**src/rtl/mod_msg_sched_pkg.sv**
```systemverilog
// -----------------------------------------------------------------------------
// mod_msg_sched_pkg
// Shared SHA-256 definitions for the message scheduler: word width, window
// depth, FSM state encoding, sigma rotate/shift amounts and a rotate helper.
// All words use [0:31] ordering, bit 0 being the MSB.
// -----------------------------------------------------------------------------
package mod_msg_sched_pkg;

   localparam int WORD_W    = 32;
   localparam int WIN_DEPTH = 16;
   localparam int IDX_W     = 6;

   // Small sigma amounts: s0 = ROTR7 ^ ROTR18 ^ SHR3, s1 = ROTR17 ^ ROTR19 ^ SHR10
   localparam int S0_R1 = 7;
   localparam int S0_R2 = 18;
   localparam int S0_SH = 3;
   localparam int S1_R1 = 17;
   localparam int S1_R2 = 19;
   localparam int S1_SH = 10;

   typedef logic [0:WORD_W-1] word_t;
   typedef logic [0:IDX_W-1]  idx_t;

   typedef enum logic {
      ST_LOAD   = 1'b0,
      ST_EXPAND = 1'b1
   } state_t;

   // Shifts act on the numeric value, so this is a true rotate toward the LSB
   // regardless of the [0:31] index direction.
   function automatic word_t rotr(input word_t x, input int n);
      return (x >> n) | (x << (WORD_W - n));
   endfunction

endpackage

```
**src/rtl/mod_s0.sv**
```systemverilog
// -----------------------------------------------------------------------------
// mod_s0
// SHA-256 small sigma-0 (combinational).
// Ports:
//   x : word in  [0:31], bit 0 = MSB
//   y : sigma0(x)
// -----------------------------------------------------------------------------
module mod_s0
   import mod_msg_sched_pkg::*;
(
   input  logic [0:WORD_W-1] x,
   output logic [0:WORD_W-1] y
);

   assign y = rotr(x, S0_R1) ^ rotr(x, S0_R2) ^ (x >> S0_SH);

endmodule

```
**src/rtl/mod_s1.sv**
```systemverilog
// -----------------------------------------------------------------------------
// mod_s1
// SHA-256 small sigma-1 (combinational).
// Ports:
//   x : word in  [0:31], bit 0 = MSB
//   y : sigma1(x)
// -----------------------------------------------------------------------------
module mod_s1
   import mod_msg_sched_pkg::*;
(
   input  logic [0:WORD_W-1] x,
   output logic [0:WORD_W-1] y
);

   assign y = rotr(x, S1_R1) ^ rotr(x, S1_R2) ^ (x >> S1_SH);

endmodule

```
**src/rtl/mod_msg_sched.sv**
```systemverilog
// -----------------------------------------------------------------------------
// mod_msg_sched
// SHA-256 message schedule generator. Loads 16 message words (W_0..W_15),
// then expands W_16..W_NROUNDS-1, emitting every W_t through a one-entry
// valid/ready output register.
// Ports:
//   clk       : rising-edge clock
//   rst       : synchronous active-high reset
//   in_valid  : in_data holds a message word
//   in_ready  : a message word is accepted this cycle
//   in_data   : message word [0:31], bit 0 = MSB
//   w_valid   : w_data / w_idx hold a schedule word
//   w_ready   : consumer takes the schedule word this cycle
//   w_data    : schedule word W_t
//   w_idx     : index t of w_data
//   blk_done  : pulse in the cycle W_(NROUNDS-1) is handed off
// -----------------------------------------------------------------------------
module mod_msg_sched
   import mod_msg_sched_pkg::*;
#(
   parameter int NROUNDS = 64   // legal 17..64
)(
   input  logic              clk,
   input  logic              rst,
   input  logic              in_valid,
   output logic              in_ready,
   input  logic [0:WORD_W-1] in_data,
   output logic              w_valid,
   input  logic              w_ready,
   output logic [0:WORD_W-1] w_data,
   output logic [0:IDX_W-1]  w_idx,
   output logic              blk_done
);

   localparam idx_t LAST_LOAD = IDX_W'(WIN_DEPTH - 1);
   localparam idx_t LAST_IDX  = IDX_W'(NROUNDS - 1);
   localparam idx_t IDX_ONE   = IDX_W'(1);

   state_t state, state_nxt;
   idx_t   cnt, cnt_nxt;          // index t of the next word to be registered
   word_t  win [WIN_DEPTH];       // win[k] = W_(t-1-k)
   logic   advance;               // output register free to take a new word
   logic   push;
   word_t  push_word;
   word_t  s0_y, s1_y, w_new;

   // Taps: W_(t-2) = win[1], W_(t-7) = win[6], W_(t-15) = win[14], W_(t-16) = win[15]
   mod_s0 u_s0 (.x(win[14]), .y(s0_y));
   mod_s1 u_s1 (.x(win[1]),  .y(s1_y));

   assign w_new   = s1_y + win[6] + s0_y + win[15];   // mod 2^32, carry dropped
   assign advance = !w_valid || w_ready;

   // The reset cycle is excluded so a handshake colliding with rst never
   // reports a completed block.
   assign blk_done = w_valid && w_ready && (w_idx == LAST_IDX) && !rst;

   // NOTE: every signal written here gets a default first, so no path leaves a
   // value unassigned and no latch can be inferred.
   always_comb begin
      state_nxt = state;
      cnt_nxt   = cnt;
      push      = 1'b0;
      push_word = '0;
      in_ready  = (state == ST_LOAD) && advance;

      unique case (state)
         ST_LOAD: begin
            if (in_valid && in_ready) begin
               push      = 1'b1;
               push_word = in_data;
               cnt_nxt   = cnt + IDX_ONE;
               if (cnt == LAST_LOAD) begin
                  state_nxt = ST_EXPAND;
               end
            end
         end
         ST_EXPAND: begin
            // in_valid is deliberately ignored here.
            if (advance) begin
               push      = 1'b1;
               push_word = w_new;
               if (cnt == LAST_IDX) begin
                  cnt_nxt   = '0;
                  state_nxt = ST_LOAD;
               end else begin
                  cnt_nxt = cnt + IDX_ONE;
               end
            end
         end
         default: ;
      endcase
   end

   // NOTE: sequential state uses non-blocking assignments so every register
   // samples the pre-edge values, independent of statement order.
   always_ff @(posedge clk) begin
      if (rst) begin
         state   <= ST_LOAD;
         cnt     <= '0;
         w_valid <= 1'b0;
         w_data  <= '0;
         w_idx   <= '0;
         // NOTE: the window is a flop-based shift register, not a RAM, so it
         // can and does clear on reset; a partial block never leaks through.
         for (int i = 0; i < WIN_DEPTH; i++) begin
            win[i] <= '0;
         end
      end else begin
         state <= state_nxt;
         cnt   <= cnt_nxt;
         if (push) begin
            win[0] <= push_word;
            for (int i = 1; i < WIN_DEPTH; i++) begin
               win[i] <= win[i-1];
            end
            w_data  <= push_word;
            w_idx   <= cnt;
            w_valid <= 1'b1;
         end else if (w_ready) begin
            w_valid <= 1'b0;
         end
      end
   end

endmodule

```
**config.mk**
```make
export PLATFORM = sky130hd
export DESIGN_NAME = mod_msg_sched
export DESIGN_NICKNAME = d
export VERILOG_FILES = /design/src/rtl/mod_msg_sched_pkg.sv /design/src/rtl/mod_s0.sv /design/src/rtl/mod_s1.sv /design/src/rtl/mod_msg_sched.sv
export SDC_FILE = /design/constraint.sdc
export NUM_CORES = 1
export LEC_CHECK = 0
export BUFFER_PORTS_ARGS = -buffer_cell sky130_fd_sc_hd__buf_2
export CAP_MARGIN = 20
export CORE_UTILIZATION = 60
export DETAILED_ROUTE_END_ITERATION = 8
export GPL_TIMING_DRIVEN = 1
export PLACE_DENSITY = 0.76
export SETUP_SLACK_MARGIN = 0.05
export SKIP_CTS_REPAIR_TIMING = 1
export SYNTH_ARGS = -nofsm -noshare
export SYNTH_HDL_FRONTEND = slang
export SYNTH_SLANG_ARGS = --single-unit
```
**constraint.sdc**
```tcl
create_clock -name clk -period 13 [get_ports clk]
set_input_delay 0.65 -clock clk [delete_from_list [all_inputs] [get_ports clk]]
set_output_delay 0.65 -clock clk [all_outputs]
set_load 0.05 [all_outputs]
```
Word level (Yosys, flattened, before mapping) --
Memories as Yosys holds them, arrays and structs flattened. Index checks and enable logic that the tools add are counted.
Operators by class: multiplexer cells 38, equality and inequality tests 5, bitwise gates (word level) 25, reductions and logical operators 10, add/sub/neg operators 4
Operator list (number):
- 32-bit 2-to-1 mux | 18
- 32-bit adder | 3
- 32-bit case mux with 2 select lines | 1
- 32-bit XOR | 2
- 13-bit by 32-bit OR with 32-bit output | 1
- 14-bit by 32-bit OR with 32-bit output | 1
- 15-bit by 32-bit OR with 32-bit output | 1
- 25-bit by 32-bit OR with 32-bit output | 1
- 32-bit by 22-bit XOR with 32-bit output | 1
- 32-bit by 29-bit XOR with 32-bit output | 1
- 6-bit 2-to-1 mux | 3
- 1-bit OR | 16
- 1-bit 2-to-1 mux | 13
- 6-bit == test (second input constant) | 2
- 6-bit case mux with 2 select lines | 1
- 6-bit by 1-bit adder with 6-bit output (second input constant) | 1
- 6-bit by 4-bit == test with 1-bit output (second input constant) | 1
- 1-bit logical AND | 5
- 2-bit by 1-bit != test with 1-bit output (second input constant) | 2
- 1-bit case mux with 2 select lines | 2
- 1-bit logical NOT | 2
- 2-bit AND reduction | 1
- 2-bit nonzero test | 1
- 1-bit logical OR | 1
- 1-bit inverter | 1
Storage, ports and cells: output and inout bits 41, register bits after elaboration 46, memories kept 1, bits in writable memories 512, bits of input ports 36, logic and storage cells 88
Memories:
- win | depth 16, width 32, read ports 16, clocked after Yosys merged registers in 0, write ports 16, line mod_msg_sched.sv:41 | word_t win [WIN_DEPTH];

Logic depth before layout (Yosys ltp) --
Gate-level depths: netlist (run 1).
depth in word-level cells 10, depth in mapped cells 16, depth with buffers taken out 16

Cells and area by module --
A second synthesis (run 1) with hierarchy kept.
Second synthesis, totals: cells, all modules 1823, area, all modules 25459.4 µm²
Modules (own cells, without submodules):
- mod_msg_sched | instances 1, area an instance 24129.4 µm², cells an instance 1759, sequential area each 16295.6 µm²
- mod_s0 | instances 1, area an instance 719.4 µm², cells an instance 32, sequential area each 0.0 µm²
- mod_s1 | instances 1, area an instance 610.6 µm², cells an instance 32, sequential area each 0.0 µm²

Least setup slack after synthesis (run 1) --
OpenSTA, ideal clock, no wires.
kind reg2reg, from register w_valid, to memory win[0][0] (netlist name), enable pin, data arrival time 11.259 ns, cell stages (with the launch flop) 6, clock period less this slack 12.119 ns, setup time 0.860 ns, required time 12.140 ns, path buffers 1, path slack 0.881 ns, cells stage by stage dfxtp_1 nor2b_1 nor2_1 nor2_1 buf_4 inv_1
RTL lines:
- start, declared | line mod_msg_sched.sv:28 | output logic w_valid,
- start signal, assigned | line mod_msg_sched.sv:101 | w_valid <= 1'b0;
- start signal, assigned | line mod_msg_sched.sv:119 | w_valid <= 1'b1;
- start signal, assigned | line mod_msg_sched.sv:121 | w_valid <= 1'b0;
- end, declared | line mod_msg_sched.sv:41

==> metrics, run 1 <==
nets@finish 2,067; CTS tree yes; FMAX 198 MHz; Async SR Flop Fraction 0%; Synth Flop Type edfxtp_1; RSZ-0062 raised after global routing no; Setup crit end kind flop; Inserted Clock Buffers 56; Die X 207 um; final core utilization 67.6%; Synth top area share 60.9%; Worst setup SP type flop; setup TNS 0 ps; vias 14,700; post-route cell area 27,800 um2; hold slack 297 ps; row cnt 74; largest net degree at the start of global routing 205; number of distinct library cells after synthesis 66; GRT Overall Usage 28.1%; cell taking the most area after synthesis edfxtp_1; core area 41,100 um2; Pwr Total 5.60 mW; post-synthesis net count 2,031; initial antenna violation count 3; Antenna Nets Post-Route 0; Max Root-Sink Buffers 3; Placed Area 26,000 um2; share of cells above drive strength 1 9.34%; Syn Area/Cell 13.3 um2; worst r2r src win[1][212]; Post-synth top cells edfxtp_1 (512), and3_1 (265), nor2b_1 (194); Worst Hold Class in -> reg; WL/cell 23.7 um; # port buffers 76; final setup violation count 0; area grow syn2layout 10.2%; number of fill cells in the layout 2,914; clock skew 17.3 ps; Worst R2R Setup Slack 7950 ps; clk slew on worst S/H paths 60 ps; Initial Util 61.4%; Peak VDD IR 0.000115 V; vias in the first global route 14,400; Vias/cell 5.85; Post-DP HPWL 39.3 mm; worst reg2reg path endpoint win[0][24]; Final Max Slew Viols 0; antenna cells 0; Die ar. 42,900 um2; Setup crit end win[0][24]; worst slew pin tran 1180 ps; Power Dens Cells 201 nW/um2; Sink Count 558; 1st-pass router iterations 5; Seq/Total Area, Yosys 64.6%; gr ovfl total 0; DRC violations left 0; #FFs+latches synth 558; Final Wtd Congestion 1.01; P_leak 11.9 nW; ranking of synthesized cells by area edfxtp_1 (61%), and3_1 (6.6%), fa_1 (4.9%), nor2b_1 (4.8%), xnor2_1 (4.3%); Critical Path RT 13,330 ps; arrival time worst endpoint 5390 ps; Final period util 38.9%; Ys Warns 0; htree depth 2; Max-cap violations 0; synthesized cell area 25,200 um2; post-synthesis cell count 1,901; critical path type reg -> reg; slew margin rel. 21.4%; top-count cell post-synth edfxtp_1; worst reg2reg path depth 15; initial DRC count 1,492; Setup crit start win[1][212]; routed wire length 59.5 mm; outcome finished, final reports clean; die height 207 um; latest clock arrival within the worst-skew pair 610 ps; CTS root buf clkbuf_16; Final Hold Fails 0; io pins 77; first-pass GRT wire length 89.4 mm; EDFF count, synth 512; Tmin final 5050 ps; crit-path max FO 5
==> cell families after synthesis <==
logic type               after synthesis  share of synthesized area [%]
XOR/XNOR                             149                           5.17
buffers and inverters                259                           3.98
AO/OA/AOI/OAI                        185                           4.92
flip-flops                           558                           64.6
adder cells (fa/ha/maj)               94                           6.51
AND/OR/NAND/NOR                      656                           14.8
==> state kept, by name (all words and copies together), names as in the netlist <==
register and count:
win 512, cnt 6, w_valid 1, state 1
w_data 32, w_idx 6
==> critical path, cell delays in order, from the launching register on <==
cell,delay [ps]
edfxtp_1,550
xnor2_1,200
xnor2_1,230
fa_1,580
inv_1,60
fa_1,540
inv_1,70
ha_1,280
a21oi_1,80
nand4b_1,310
a2111oi_4,770
nor4_2,180
or2_4,290
o31ai_4,220
xnor2_1,300
o21ai_1,120
==> cell type report <==
type                       instances  area [um2]  area share [%]
clock buffer                      68        1450            5.20
clock inverter                    33         385            1.39
inverter                         149         572            2.06
multi-input combinational       1084        7940            28.6
sequential                       558       16300            58.6
tap                              532         666            2.39
timing repair buffer              88         502            1.80
==> cell usage in the layout, fill, tap and decap left out, types with 28 or more instances in the layout <==
cell and count:
and3_1 265, ha_1 32, a21oi_1 52, fa_1 62
nand2_1 74, edfxtp_1 512, dfxtp_1 46, xnor2_1 125
nor2b_1 194, clkbuf_16 56, inv_1 147, buf_2 75
nor2_1 67, a21o_1 28
==> stage by stage <==
| stage | instances | setup slack (ps) |
|---|---|---|
| global route | 2512 | 7810 |
| floorplan | 1901 | 881 |
| finish | 2512 | 7950 |
| CTS | 2512 | 7960 |
| global placement | 2411 | 7980 |
| detailed placement | 2411 | 8000 |
==> how the worst min path moves through the flow <==
stage,startpoint,end,slack (ps),depth (start not counted)
detailed placement,w_data[4],w_data[4],440,1
global placement,w_data[28],w_data[28],430,1
floorplan,cnt[5],w_idx[0],460,2
global route,in_data[5],w_data[5],290,3
finish,in_data[1],w_data[1],300,3
CTS,in_data[1],w_data[1],280,3
==> per-layer routing <==
metal	vias up	wire length [um]	track usage, %
met5	-	13	0
met4	2	1830	9.57
met3	95	3810	4.67
met2	479	28600	45.5
met1	7384	25200	39.1
li1	6736	-	-
==> power breakdown <==
part | internal [mW] | switching, mW | leakage (nW)
registers | 2.11 | 0.0765 | 5.97
logic | 0.600 | 1.19 | 5.07
clock network | 0.935 | 0.686 | 0.873
No activity file was read; power rests on OpenSTA's default activity.
==> run 2: changes to the inputs <==
- CORE_UTILIZATION: 60 -> 56
- PLACE_DENSITY: 0.76 -> 0.75
- clock period: 13 -> 4.1 ns (I/O delays scaled with it)
==> run 2 against run 1 <==
Net effect: the run now ends with negative hold slack, negative setup slack left; setup slack got worse by 8100 ps; sequential power rose to 3.1 times the previous value; clock power rose to 3.2 times the previous value; register-to-register slack got worse by 8100 ps; non-clock buffer count rose by 199; critical path depth rose by 2; die area rose by 7.1%; power rose to 3.8 times the previous value; global-route usage fell by 1.5 points; cell count rose by 10%; critical path type unchanged.
==> metrics, run 2 (same netlist as run 1, synthesis figures left out) <==
GRT Overall Usage 26.7%; Initial Util 56.9%; largest net degree at the start of global routing 224; Worst setup SP type flop; die height 214 um; first-pass GRT wire length 91.6 mm; initial antenna violation count 3; clk slew on worst S/H paths 70 ps; critical path type reg -> reg; post-route cell area 30,700 um2; Sink Count 558; Final Hold Fails 5; Largest register FFs 512; setup ws final -188 ps; Worst R2R Setup Slack -190 ps; most common cell after layout, fill and taps aside edfxtp_1; io pins 77; Int Pwr 13.8 mW; RSZ-0062 raised after global routing yes; most frequent cells in the layout edfxtp_1 (512), and3_1 (263), nor2b_1 (193); routed wire length 61.6 mm; Antenna Nets Post-Route 0; P_leak 13.3 nW; final setup violation count 15; final core utilization 69.3%; Die ar. 45,900 um2; Power Dens Cells 685 nW/um2; Combinational Power Share 42.3%; Max Root-Sink Buffers 3; Worst Hold Class in -> reg; Biggest register win; Vias/cell 5.59; gr ovfl total 0; failing checks negative hold slack, negative setup slack; Tmin final 4290 ps; Sw Share 34.4%; Largest regs win: 512 flops, w_data: 32 flops; vias in the first global route 15,100; latest clock arrival within the worst-skew pair 630 ps; core area 44,300 um2; Clock power frac 25.0%; Final period util 105%; DRC violations left 0; Setup crit end kind flop; Placed Area 27,300 um2; row cnt 77; Inserted Clock Buffers 55; clock skew 23.3 ps; Final Max Slew Viols 0; WL/cell 22.2 um; crit-path max FO 6; sequential power share 32.7%; vias 15,500; Final Wtd Congestion 0.962; nets@finish 2,265; CTS tree yes; worst slew pin tran 1190 ps; Max-cap violations 0; area grow syn2layout 21.7%; Die X 214 um; CTS root buf clkbuf_16; Critical Path RT 4460 ps; 1st-pass router iterations 6; Peak VDD IR 0.000436 V; htree depth 2; share of cells above drive strength 1 24.2%; Post-DP HPWL 40.8 mm; hold slack -48.6 ps; slew margin rel. 20.6%; outcome complete, but fails checks; initial DRC count 1,452; setup TNS -670 ps; FMAX 233 MHz; arrival time worst endpoint 4650 ps; switching pwr 7.23 mW; # port buffers 76
## run 2: changes by cell type in the layout (fill, tap and decap cells not counted), moves of 9 or more
cell and delta:
o21ai_2 +9, inv_2 +11, ha_1 -22, a21oi_1 -26, inv_1 -11, o21ai_0 -10, xnor2_2 +36, xnor2_1 -41
ha_4 +18, buf_4 +156, a21oi_2 +21, dlygate4sd3_1 +18, buf_6 +20
## run 2: metrics by stage
stage               worst slack, ps  cells  power (mW)
floorplan                     -4990   1901        10.8
global placement               -333   2629        13.8
detailed placement             -343   2629        13.8
CTS                            -373   2728        19.1
global route                   -280   2769        22.0
finish                         -188   2771        21.0
## run 2: area by class of cell
type                    count  area (um2)
fillers                  3090       13600
multi-input cells        1084        9060
repair buffers            287        2180
well taps                 592         741
inverters                 149         568
flip-flops and latches    558       16300
clock buffers              63        1410
clock inverters            36         460
diodes                      2        5.00
## run 2: path summary, 6_finish.rpt
path                                  start    endpoint  cells after the start
worst min-delay path             in_data[2]   w_data[2]                      4
worst max-delay path            win[1][211]  win[0][24]                     17
worst max register to register  win[1][211]  win[0][24]                     17
worst min register to register   w_data[27]  w_data[27]                      1
## run 2: worst max-delay path, stage by stage (launching register included)
cell      delay (ps)
edfxtp_1         450
buf_4            170
buf_4            150
xnor2_1          220
xnor2_1          180
fa_1             550
inv_1             60
fa_1             470
inv_1             50
ha_2             410
nand2_1          150
a21o_1           200
a21oi_1          150
nor2_1            90
or2_4            270
o31ai_4          210
xnor2_2          160
o21ai_1          100
## run 2: power by group through the flow
stage / Clock [mW] / Combinational [mW] / Sequential [mW]
after floorplan: 0 / 3.73 / 7.08
after global placement: 0 / 6.82 / 6.99
after detailed placement: 0 / 6.79 / 6.99
after CTS: 5.33 / 6.87 / 6.88
after global routing: 5.51 / 9.54 / 6.92
final: 5.25 / 8.90 / 6.89
## run 2: routing by layer
| layer | global-route usage [%] | share of wire (%) | vias up |
|---|---|---|---|
| met5 | 0 | 0 | - |
| met4 | 8.40 | 2.9 | 0 |
| met3 | 3.66 | 5.4 | 105 |
| met2 | 43.0 | 49 | 441 |
| met1 | 37.8 | 43 | 7814 |
| li1 | - | - | 7140 |
==> run 3: changes to the inputs <==
- CORE_UTILIZATION: 56 -> 58
- CTS_BUF_LIST: unset -> sky130_fd_sc_hd__clkbuf_8
- PLACE_DENSITY: 0.75 -> 0.77
==> run 3 against run 2 <==
Net effect: the flow finishes with violations (negative setup slack); via count rose by 3.1%; die area fell by 3.4%; clock-buffer cell count grew 30; combinational power decreased by 2.4%; non-clock buffer count grew 22; core utilization increased by 1.8 points; setup slack improved by 31 ps; cell area is 0.56% lower; cell count rose by 2.5%; fmax increased by 0.73%; routed wire length is 0.73% higher; critical path depth is 1 higher; critical endpoint is now w_data[3].
==> metrics, run 3 (same netlist as run 1, synthesis figures left out) <==
outcome complete, but fails checks; failing checks negative setup slack; slew margin rel. 19.9%; Placed Area 27,300 um2; Final Hold Fails 0; setup ws final -157 ps; Largest register FFs 512; share of cells above drive strength 1 24.3%; CP Depth 18; nets@finish 2,321; number of buffers and inverters on the critical path 5; hold slack 36.3 ps; WHS Path Cells 4; Worst setup SP type flop; final core utilization 71.1%; most common cell after layout, fill and taps aside edfxtp_1; initial DRC count 1,677; core area 43,000 um2; DP Worst Slack -394 ps; Crit-path slowest cell fa_2; row cnt 76; number of fill cells in the layout 2,941; Non-Filler Instances 2,840; Final Wtd Congestion 0.947; area grow syn2layout 21.0%; # port buffers 76; dpl cells 2,620; Final Max Slew Viols 0; post-route cell area 30,500 um2; Crit path largest cell delay 600 ps; clk slew on worst S/H paths 60 ps; Antenna Nets Post-Route 0; Max-cap violations 0; setup TNS -1170 ps; Max Root-Sink Buffers 3; worst reg2reg path depth 18; first-pass GRT wire length 89.8 mm; io pins 77; clock skew 37.0 ps; Die X 211 um; Inserted Clock Buffers 89; RSZ-0062 raised after global routing yes; Critical Path RT 4670 ps; Setup crit end kind flop; Tmin final 4260 ps; most frequent cells in the layout edfxtp_1 (512), and3_1 (263), nor2b_1 (193); Post-DP HPWL 40.6 mm; vias in the first global route 15,200; final setup violation count 20; Biggest register win; Die ar. 44,300 um2; DRC violations left 0; Initial Util 58.7%; Pwr Total 20.1 mW; top cell family by delay on the critical path adder cells; FMAX 235 MHz; 1st-pass router iterations 7; WL/cell 21.8 um; routed wire length 62.0 mm; arrival time worst endpoint 4830 ps; vias 16,000; initial antenna violation count 0; crit-path max FO 6; Largest regs win: 512 flops, w_data: 32 flops; Worst Hold Class in -> reg; largest net degree at the start of global routing 230; Worst R2R Setup Slack -160 ps; CTS tree yes; latest clock arrival within the worst-skew pair 690 ps; CTS root buf clkbuf_8; Final period util 104%; critical path type reg -> reg; Vias/cell 5.63; Peak VDD IR 0.000439 V; gr ovfl total 0; Power Dens Cells 658 nW/um2; critical-path cell list buf_6 > xnor2_4 > xnor2_2 > fa_2 > inv_2 > fa_1 > inv_2 > ha_4 > a21o_1 > buf_6 > nand3_2 > nand4b_1 > nor4_4 > buf_4 > o32ai_2 > xnor2_1 > o21ai_2 > a21o_1; die height 211 um; worst slew pin tran 1200 ps; Sink Count 558; antenna cells 0; GRT Overall Usage 27.7%; htree depth 3; P_leak 13.4 nW
run 3: cell types whose count changed in the layout (fill, tap and decap cells not counted), sizes merged, moves of 2 or more:
cell         change
diode            -2
buf              +9
dlygate4sd3     +13
clkbuf          +30
inv             +31
bufinv           -5
run 3: power breakdown:
group          internal, mW  switching, mW  total [mW]  leakage [nW]
combinational          3.92           4.77        8.69          6.48
sequential             6.69          0.200        6.89          5.97
clock                  2.35           2.18        4.53         0.952
run 3: metal layers:
metal / vias up / part of all wire [%] / wire length (um) / track usage (%)
li1: 7261 / - / - / -
met1: 7956 / 42 / 26100 / 38.5
met2: 643 / 48 / 29700 / 43.4
met3: 123 / 6.8 / 4240 / 5.68
met4: 0 / 3.1 / 1950 / 10.0
met5: - / 0 / 0 / 0
run 3: final cells by class:
class	count	area (um2)	area share (%)
clock buffers	93	1280	4.19
clock inverters	62	373	1.22
inverters	149	568	1.86
multi-input cells	1084	8950	29.3
flip-flops and latches	558	16300	53.4
well taps	585	732	2.40
repair buffers	309	2340	7.66
run 3: worst paths after layout:
| check | startpoint | to |
|---|---|---|
| worst max-delay path | win[1][208] | w_data[3] |
| worst min-delay path | in_data[23] | win[0][8] |
| worst max register to register | win[1][208] | w_data[3] |
| worst min register to register | w_data[31] | w_data[31] |
run 3: worst min-delay path, stage by stage:
cell	delay (ps)
buf_2	80
a22oi_1	70
nor2_1	90
buf_4	150
